===== src/rtl/microc_stack.sv =====
// microc_stack: microcontroller datapath with 16-entry register file, ALU, zero/carry flags and return-address stack.
// Ports: clk, reset (async active-low); instr program word read at pc; control s_inc, s_inm, we3, wez, op, s_call, s_ret;
//        outputs pc, opcode (instr[15:10]), z, c, stk_lvl (stack occupancy), stk_err (sticky over/underflow).
// Build option: MICROC_STACK_CARRY_EN adds the carry/borrow flag; otherwise c is tied to 0.
module microc_stack #(
  parameter int DATA_W      = 8,
  parameter int PC_W        = 10,
  parameter int STACK_DEPTH = 4,
  localparam int LW         = $clog2(STACK_DEPTH + 1)
) (
  input  logic          clk,
  input  logic          reset,
  input  logic [15:0]   instr,
  input  logic          s_inc,
  input  logic          s_inm,
  input  logic          we3,
  input  logic          wez,
  input  logic [2:0]    op,
  input  logic          s_call,
  input  logic          s_ret,
  output logic [PC_W-1:0] pc,
  output logic [5:0]    opcode,
  output logic          z,
  output logic          c,
  output logic [LW-1:0] stk_lvl,
  output logic          stk_err
);
  localparam int IW = (STACK_DEPTH > 1) ? $clog2(STACK_DEPTH) : 1;
  logic [DATA_W-1:0] rf_q [16];
  logic [PC_W-1:0]   stk_q [STACK_DEPTH];
  logic [PC_W-1:0]   pc_q, pc_d, pc_inc, tgt;
  logic [LW-1:0]     lvl_q, lvl_d;
  logic              z_q, z_d, err_q, err_d;
  logic [3:0]        ra1, ra2, wa3;
  logic [DATA_W-1:0] rd1, rd2, a, b, res;
  logic              empty, full, push, pop;
  logic [IW-1:0]     push_idx, pop_idx;

  assign ra1 = instr[11:8];
  assign ra2 = s_inm ? instr[3:0] : instr[7:4];
  assign wa3 = instr[3:0];
  assign rd1 = (ra1 == 4'd0) ? '0 : rf_q[ra1];
  assign rd2 = (ra2 == 4'd0) ? '0 : rf_q[ra2];
  assign a   = s_inm ? DATA_W'(instr[11:4]) : rd1;
  assign b   = rd2;

  always_comb begin
    res = a;
    case (op)
      3'b001:  res = ~a;
      3'b010:  res = a + b;
      3'b011:  res = a - b;
      3'b100:  res = a & b;
      3'b101:  res = a | b;
      3'b110:  res = -a;
      3'b111:  res = -b;
      default: res = a;
    endcase
  end

  // R0 is never written; its reads are forced to zero above.
  always_ff @(posedge clk)
    if (we3 && wa3 != 4'd0) rf_q[wa3] <= res;

  assign pc_inc   = pc_q + PC_W'(1);
  assign tgt      = instr[PC_W-1:0];
  assign empty    = (lvl_q == '0);
  assign full     = (lvl_q == LW'(STACK_DEPTH));
  assign push_idx = IW'(lvl_q);
  assign pop_idx  = IW'(lvl_q - LW'(1));
  // A return always wins; a simultaneous call is dropped entirely.
  assign pop      = s_ret && !empty;
  assign push     = s_call && !s_ret && !full;

  always_comb begin
    pc_d  = s_ret ? (empty ? pc_inc : stk_q[pop_idx]) : (s_call || !s_inc) ? tgt : pc_inc;
    lvl_d = pop ? lvl_q - LW'(1) : push ? lvl_q + LW'(1) : lvl_q;
    err_d = err_q || (s_ret && empty) || (s_call && !s_ret && full);
    z_d   = wez ? (res == '0) : z_q;
  end

  always_ff @(posedge clk)
    if (push) stk_q[push_idx] <= pc_inc;

  always_ff @(posedge clk or negedge reset)
    if (!reset) begin
      pc_q  <= '0;
      lvl_q <= '0;
      err_q <= 1'b0;
      z_q   <= 1'b0;
    end else begin
      pc_q  <= pc_d;
      lvl_q <= lvl_d;
      err_q <= err_d;
      z_q   <= z_d;
    end

`ifdef MICROC_STACK_CARRY_EN
  logic              c_q, c_d;
  logic [DATA_W:0]   sum;
  assign sum = {1'b0, a} + {1'b0, b};
  assign c_d = (wez && op == 3'b010) ? sum[DATA_W] : (wez && op == 3'b011) ? (a < b) : c_q;
  always_ff @(posedge clk or negedge reset)
    if (!reset) c_q <= 1'b0;
    else        c_q <= c_d;
  assign c = c_q;
`else
  assign c = 1'b0;
`endif

  assign pc      = pc_q;
  assign opcode  = instr[15:10];
  assign z       = z_q;
  assign stk_lvl = lvl_q;
  assign stk_err = err_q;
endmodule


===== config.mk =====
export PLATFORM = sky130hd
export DESIGN_NAME = microc_stack
export DESIGN_NICKNAME = d
export VERILOG_FILES = /design/src/rtl/microc_stack.sv
export SDC_FILE = /design/constraint.sdc
export NUM_CORES = 1
export LEC_CHECK = 0
export CAP_MARGIN = 20
export CORE_MARGIN = 1.5
export CORE_UTILIZATION = 60
export DETAILED_ROUTE_END_ITERATION = 12
export GPL_TIMING_DRIVEN = 0
export PLACE_DENSITY = 0.79
export SLEW_MARGIN = 10
export SYNTH_ARGS = -nofsm -noshare
export SYNTH_HDL_FRONTEND = slang
export SYNTH_SLANG_ARGS = --single-unit

===== constraint.sdc =====
create_clock -name clk -period 13.5 [get_ports clk]
set_input_delay 1.35 -clock clk [delete_from_list [all_inputs] [get_ports clk]]
set_output_delay 1.35 -clock clk [all_outputs]
set_load 0.05 [all_outputs]

==> impl_metrics.py, run 1 <==
metrics = {
    "global_route": {
        "grt_use_total_pct": 33.7,
        "grt_use_met2_pct": 53.2,
        "grt_overflow_total": 0,
        "grt_use_met3_pct": 8.18,
        "grt_max_degree": 18,
        "gr-usage-met1_pct": 43.9,
        "grt_pass1_wl_um": 44600,
        "grt_pass1_vias": 7717,
        "antenna_found_initial": 0,
        "busiest_layer": "met2",
    },
    "yosys": {
        "post-synth-top-count-cell": "edfxtp_1",
        "synth_area_per_cell_um2": 12.4,
        "async_reset_ff_share_pct": 8.24,
        "ys_ff_latch": 182,
        "yosys-top-cells-count": "edfxtp_1, nand2_1, nor2_1",
        "synth_edf_count": 167,
        "ys_top_cells_by_area": "edfxtp_1, mux4_2, nand2_1",
        "yosys_warnings": 0,
        "yosys.area.top_type_share_pct": 48.3,
        "synth_flop_cell": "edfxtp_1",
        "postSynthCellCount": 836,
        "yosys.area.top_type": "edfxtp_1",
        "ys_types": 89,
        "synthesis.area_um2": 10400,
        "yosysSeqAreaShare_pct": 51.9,
    },
    "die": {
        "die_area_um2": 18100,
        "start_util_pct": 62.0,
        "core_um2": 16800,
        "row_count": 47,
        "die_x_um": 135,
        "die_height_um": 135,
        "io_pins": 49,
    },
    "clock_tree": {
        "cts_tree": "built",
        "clock-root-buffer": "clkbuf_16",
        "clk_pin_slew_ns": 0.07,
        "clockBufferDepth": 2,
        "clock_latency_ns": 0.44,
        "cts_buffers": 17,
        "post_cts_buffers": 0,
        "cts_resized": 0,
        "cts_hold_buf": 0,
        "cts.sinks": 182,
        "htree_levels": 4,
    },
    "detailed_routing": {
        "antenna_left": 0,
        "wl_um": 29600,
        "num_vias": 7865,
        "drtIter0Drc": 1135,
        "drc": 0,
        "post_drt_wl_per_cell_um": 26.1,
        "drt-vias-per-instance": 6.92,
        "firstDrtPassIters": 6,
    },
    "critical_path": {
        "crit_path_max_incr_delay_ns": 0.91,
        "ff2ff_path_depth": 18,
        "startpoint_type": "input pin",
        "arrival_ns": 7.57,
        "crit_family": "compound AO/OA/AOI/OAI gates",
        "worst-setup-path-type": "in2reg",
        "path_buf_inv": 5,
        "worstPathRequired_ns": 13.58,
        "critPathMaxFanout": 15,
        "worstSetupEndpointType": "flop",
        "crit_slowest_cell": "a21oi_1",
        "crit_chain": "clkdlybuf4s50_1 > clkbuf_1 > mux2i_1 > clkbuf_1 > o21ai_0 > o2111ai_1 > nand2_1 > inv_1 > ha_1 > inv_1 > a41oi_1 > nand4_1 > nor3b_1 > nor2_1 > xnor2_1 > ha_1 > xor2_1 > o21ai_0 > nand2_1 > a21oi_1",
        "path_depth": 20,
    },
    "place": {
        "place_congestion": 0.973,
        "io_buffers": 33,
        "dp_hpwl_um": 21000,
        "dp_slack_ns": 5.94,
    },
    "sta": {
        "setup_slack_ns": 6.01,
        "rsz0062_at_grt": "no",
        "setup_tns_ns": 0,
        "skew_ns": 0.00814,
        "slew_viol_final": 0,
        "hold_violations": 0,
        "finalCritPeriodShare_pct": 55.5,
        "post-route-min-period_ns": 7.49,
        "achievable-frequency_mhz": 134,
        "tightest_slew_ns": 1.15,
        "finalSetupViolCount": 0,
        "relSlewSlack_pct": 23.3,
    },
    "cells_and_area": {
        "drive_gt1_share_pct": 16.1,
        "final_util_pct": 70.3,
        "nNetsFinal": 948,
        "syn2layout_area_growth_pct": 13.4,
    },
    "worst_hold_path": {
        "hold_path_class": "reg2reg",
        "hold_depth": 2,
    },
    "power": {
        "peakVddDrop_mv": 0.166,
        "power_density_nw_per_um2": 163,
        "leakagePower_nw": 4.21,
        "power.total_mw": 1.92,
    },
    "outcome": {
        "outcome": "completed",
    },
    "run": {
        "cap_violations": 0,
    },
}
[cell type report]
class / count / area, µm²
flip-flops and latches: 182 / 5390
fillers: 1171 / 4990
multi-input cells: 578 / 4570
clock buffers: 19 / 433
plain buffers: 61 / 400
repair buffers: 40 / 398
well taps: 220 / 275
clock inverters: 13 / 218
inverters: 22 / 83.8
diodes: 1 / 2.50
[worst register-to-register path, stage by stage (launching register included)]
cell,delay [ns]
edfxtp_1,0.42
nand2b_1,0.17
a21o_1,0.20
or4_1,0.47
o2111ai_1,0.29
nand2_1,0.17
inv_1,0.11
ha_1,0.21
inv_1,0.11
a41oi_1,0.25
nand4_1,0.26
nor3b_1,0.38
nor2_1,0.09
xnor2_1,0.14
ha_1,0.35
xor2_1,0.18
o21ai_0,0.36
nand2_1,0.09
a21oi_1,0.91
[registers in the layout, indices dropped and copies added, names as in the netlist]
name	count
pc	10
stk_lvl	3
stk_q	40
stk_err	1
rf_q	127
z	1
[cell usage in the layout (no fill, tap or decap), drive strengths merged, types with 12 or more instances in the layout]
master           n
edfxtp         167
nand2          107
nor2            51
mux4            44
buf             44
clkbuf          42
mux2i           37
o21ai           37
nand3           33
clkdlybuf4s50   33
xnor2           26
inv             25
a21oi           24
ha              18
nor2b           16
mux2            16
dfrtp           15
nor3            14
nand2b          12
[power breakdown]
group	switching, mW	internal [mW]
clock network	0.222	0.332
logic	0.391	0.226
registers	0.0356	0.716
total	0.648	1.27
[metrics by stage]
stage                     hold slack [ns]  std cells  instance area [µm²]
after CTS                           0.487       1134                11800
final                               0.486       1136                11800
after floorplan                     0.729        843                10400
after detailed placement            0.469       1102                11100
after global placement              0.456       1096                11000
after global routing                0.532       1135                11800
[path summary, 6_finish.rpt]
| path | start | end | slack [ns] |
|---|---|---|---|
| worst max-delay path | instr[4] | rf_q[5][6] | 6.01 |
| worst min-delay path | stk_err | stk_err | 0.49 |
| worst max register to register | rf_q[6][1] | rf_q[5][6] | 7.98 |
| worst min register to register | stk_err | stk_err | 0.49 |
| max in group asynchronous | reset | stk_lvl[0] | 11.73 |
| min in group asynchronous | reset | pc[0] | 1.32 |
[layer usage]
metal	wire length (µm)	up-vias	part of all wire, %
li1	-	3317	-
met1	11300	3823	38
met2	13500	590	46
met3	3220	135	11
met4	1540	0	5.2
met5	0	-	0
[logic make-up (layout without fill, tap and decap cells)]
logic type               count (synthesis)  after routing  synth area share, %
flip-flops                             182            182                 51.9
AO/OA/AOI/OAI                          145            145                 10.4
other                                    1              9               0.0361
XOR/XNOR                                35             35                 2.95
buffers and inverters                   83            155                 4.66
multiplexers                            97             97                 15.2
adder cells (fa/ha/maj)                 20             20                 2.46
AND/OR/NAND/NOR                        273            273                 12.4
Note: power is estimated with default switching activity, not from simulation.
==> run 2: changes to the inputs <==
- CORE_UTILIZATION: 60 -> 55
- PLACE_DENSITY: 0.79 -> 0.77
- clock period: 13.5 -> 6.3 ns (I/O delays scaled with it)
==> impl_metrics.py, run 2 (same netlist as run 1, synthesis figures left out) <==
metrics = {
    "cells_and_area": {
        "final_area_um2": 11700,
        "layout_common_cells": "edfxtp_1, nand2_1, nor2_1, mux2i_1",
        "final_common_cell": "edfxtp_1",
        "largest_register": "rf_q",
        "syn2layout_area_growth_pct": 13.0,
        "nNetsFinal": 947,
        "finalNonFillerCells": 1149,
        "nFillCells": 1397,
        "largest_reg_flops": 127,
        "drive_gt1_share_pct": 17.0,
    },
    "worst_hold_path": {
        "min_to": "stk_err",
        "hp-start": "stk_err",
        "hold_path_class": "reg2reg",
        "hold_depth": 2,
    },
    "place": {
        "place_congestion": 0.992,
        "place_area_um2": 11100,
        "place_inst": 1116,
        "dp_hpwl_um": 20400,
        "io_buffers": 33,
    },
    "global_route": {
        "grt_overflow_total": 0,
        "grt_max_degree": 20,
        "grt_use_total_pct": 30.2,
        "grt_pass1_wl_um": 44000,
        "grt_pass1_vias": 7437,
        "antenna_found_initial": 1,
    },
    "clock_tree": {
        "cts_tree": "built",
        "cts_hold_buf": 0,
        "cts.sinks": 182,
        "cts_resized": 2,
        "clockBufferDepth": 2,
        "htree_levels": 4,
        "clock-root-buffer": "clkbuf_16",
        "clock_latency_ns": 0.44,
        "clk_pin_slew_ns": 0.07,
        "post_cts_buffers": 0,
        "cts_buffers": 17,
    },
    "critical_path": {
        "crit_family": "compound AO/OA/AOI/OAI gates",
        "crit_path_max_incr_delay_ns": 0.52,
        "r2r_end": "z",
        "worst-r2r-setup-slack_ns": 1.13,
        "ff2ff_path_depth": 21,
        "startpoint_type": "input pin",
        "worstPathRequired_ns": 6.65,
        "arrival_ns": 6.34,
        "worstSetupEndpointType": "flop",
        "path_buf_inv": 5,
        "crit_chain": "clkdlybuf4s50_1 > clkbuf_2 > mux2i_2 > buf_2 > a31oi_1 > o21ai_0 > o2111ai_1 > nand2_1 > inv_1 > ha_1 > inv_1 > a41oi_1 > nand4_1 > nor2b_1 > xnor2_1 > ha_1 > a21o_1 > a21oi_1 > xor2_1 > o21ai_0 > a2111oi_2 > nand3b_1 > a211o_1 > o32ai_2",
        "worstReg2RegStart": "rf_q[6][1]",
        "worst-setup-path-type": "in2reg",
        "crit_slowest_cell": "mux2i_2",
        "critPathMaxFanout": 10,
    },
    "sta": {
        "hold_violations": 0,
        "achievable-frequency_mhz": 167,
        "rsz0062_at_grt": "no",
        "finalCritPeriodShare_pct": 95.1,
        "relSlewSlack_pct": 21.1,
        "finalSetupViolCount": 0,
        "tightest_slew_ns": 1.18,
        "skew_ns": 0.0142,
        "holdWs_ns": 0.488,
        "post-route-min-period_ns": 5.99,
        "slew_viol_final": 0,
    },
    "outcome": {
        "outcome": "completed",
    },
    "detailed_routing": {
        "num_vias": 7671,
        "drt-vias-per-instance": 6.68,
        "firstDrtPassIters": 6,
        "wl_um": 28700,
        "post_drt_wl_per_cell_um": 25.0,
        "drtIter0Drc": 1098,
        "drc": 0,
        "antenna_left": 0,
    },
    "die": {
        "io_pins": 49,
        "core_um2": 18600,
        "start_util_pct": 55.9,
        "die_x_um": 140,
        "die_height_um": 140,
        "die_area_um2": 19700,
        "row_count": 50,
    },
    "run": {
        "cap_violations": 0,
    },
    "power": {
        "leakagePower_nw": 4.18,
        "peakVddDrop_mv": 0.211,
        "power_density_nw_per_um2": 336,
        "power.total_mw": 3.95,
    },
}
==> run 2: report_power, final <==
part	switching (mW)	internal, mW	total, mW	leakage (nW)
logic	0.815	0.482	1.30	2.20
registers	0.0725	1.53	1.61	1.70
clock network	0.514	0.531	1.05	0.282
==> run 2: how the worst max path moves through the flow <==
| stage | slack, ns | cells past startpoint | to | from |
|---|---|---|---|---|
| floorplan | 1.30 | 24 | rf_q[0][7] | s_inm |
| global placement | -0.67 | 22 | rf_q[8][7] | instr[4] |
| detailed placement | -0.65 | 24 | rf_q[8][7] | instr[4] |
| CTS | 0.17 | 23 | z | instr[4] |
| global route | 0.04 | 23 | z | instr[5] |
| finish | 0.31 | 24 | z | instr[4] |
==> run 2: per-layer routing <==
metal / track usage [%] / vias up / part of all wire [%]
li1: - / 3314 / -
met1: 39.6 / 3715 / 38
met2: 48.0 / 526 / 47
met3: 5.23 / 116 / 9.8
met4: 16.9 / 0 / 5.3
met5: 0 / - / 0
==> run 2: area by class of cell <==
| type | count | area [µm²] | area share (%) |
|---|---|---|---|
| diodes | 1 | 2.50 | 0.0213 |
| plain buffers | 61 | 404 | 3.44 |
| clock buffers | 18 | 429 | 3.66 |
| clock inverters | 14 | 156 | 1.33 |
| inverters | 22 | 83.8 | 0.714 |
| multi-input cells | 578 | 4600 | 39.2 |
| flip-flops and latches | 182 | 5390 | 45.9 |
| well taps | 234 | 293 | 2.49 |
| repair buffers | 39 | 383 | 3.26 |
==> run 2: worst register-to-register path, stage by stage (launching register included) <==
cell and delay (ns):
edfxtp_1 0.41, nand2b_1 0.16, a21o_1 0.19, or4_1 0.46, o2111ai_1 0.30, nand2_1 0.18
inv_1 0.11, ha_1 0.22, inv_1 0.11, a41oi_1 0.21, nand4_1 0.27, nor2b_1 0.24
xnor2_1 0.14, ha_1 0.33, a21o_1 0.18, a21oi_1 0.16, xor2_1 0.20, o21ai_0 0.18
a2111oi_2 0.35, nand3b_1 0.13, a211o_1 0.31, o32ai_2 0.24
==> run 2: metrics by stage <==
step | utilization [%] | setup TNS, ns | setup WS [ns]
2_1_floorplan | - | 0 | 1.30
3_3_place_gp | 59.4 | -27.23 | -0.673
3_5_place_dp | 59.9 | -20.44 | -0.647
4_1_cts | 63.1 | 0 | 0.171
5_1_grt | 63.2 | 0 | 0.0352
6_report | 63.2 | 0 | 0.312
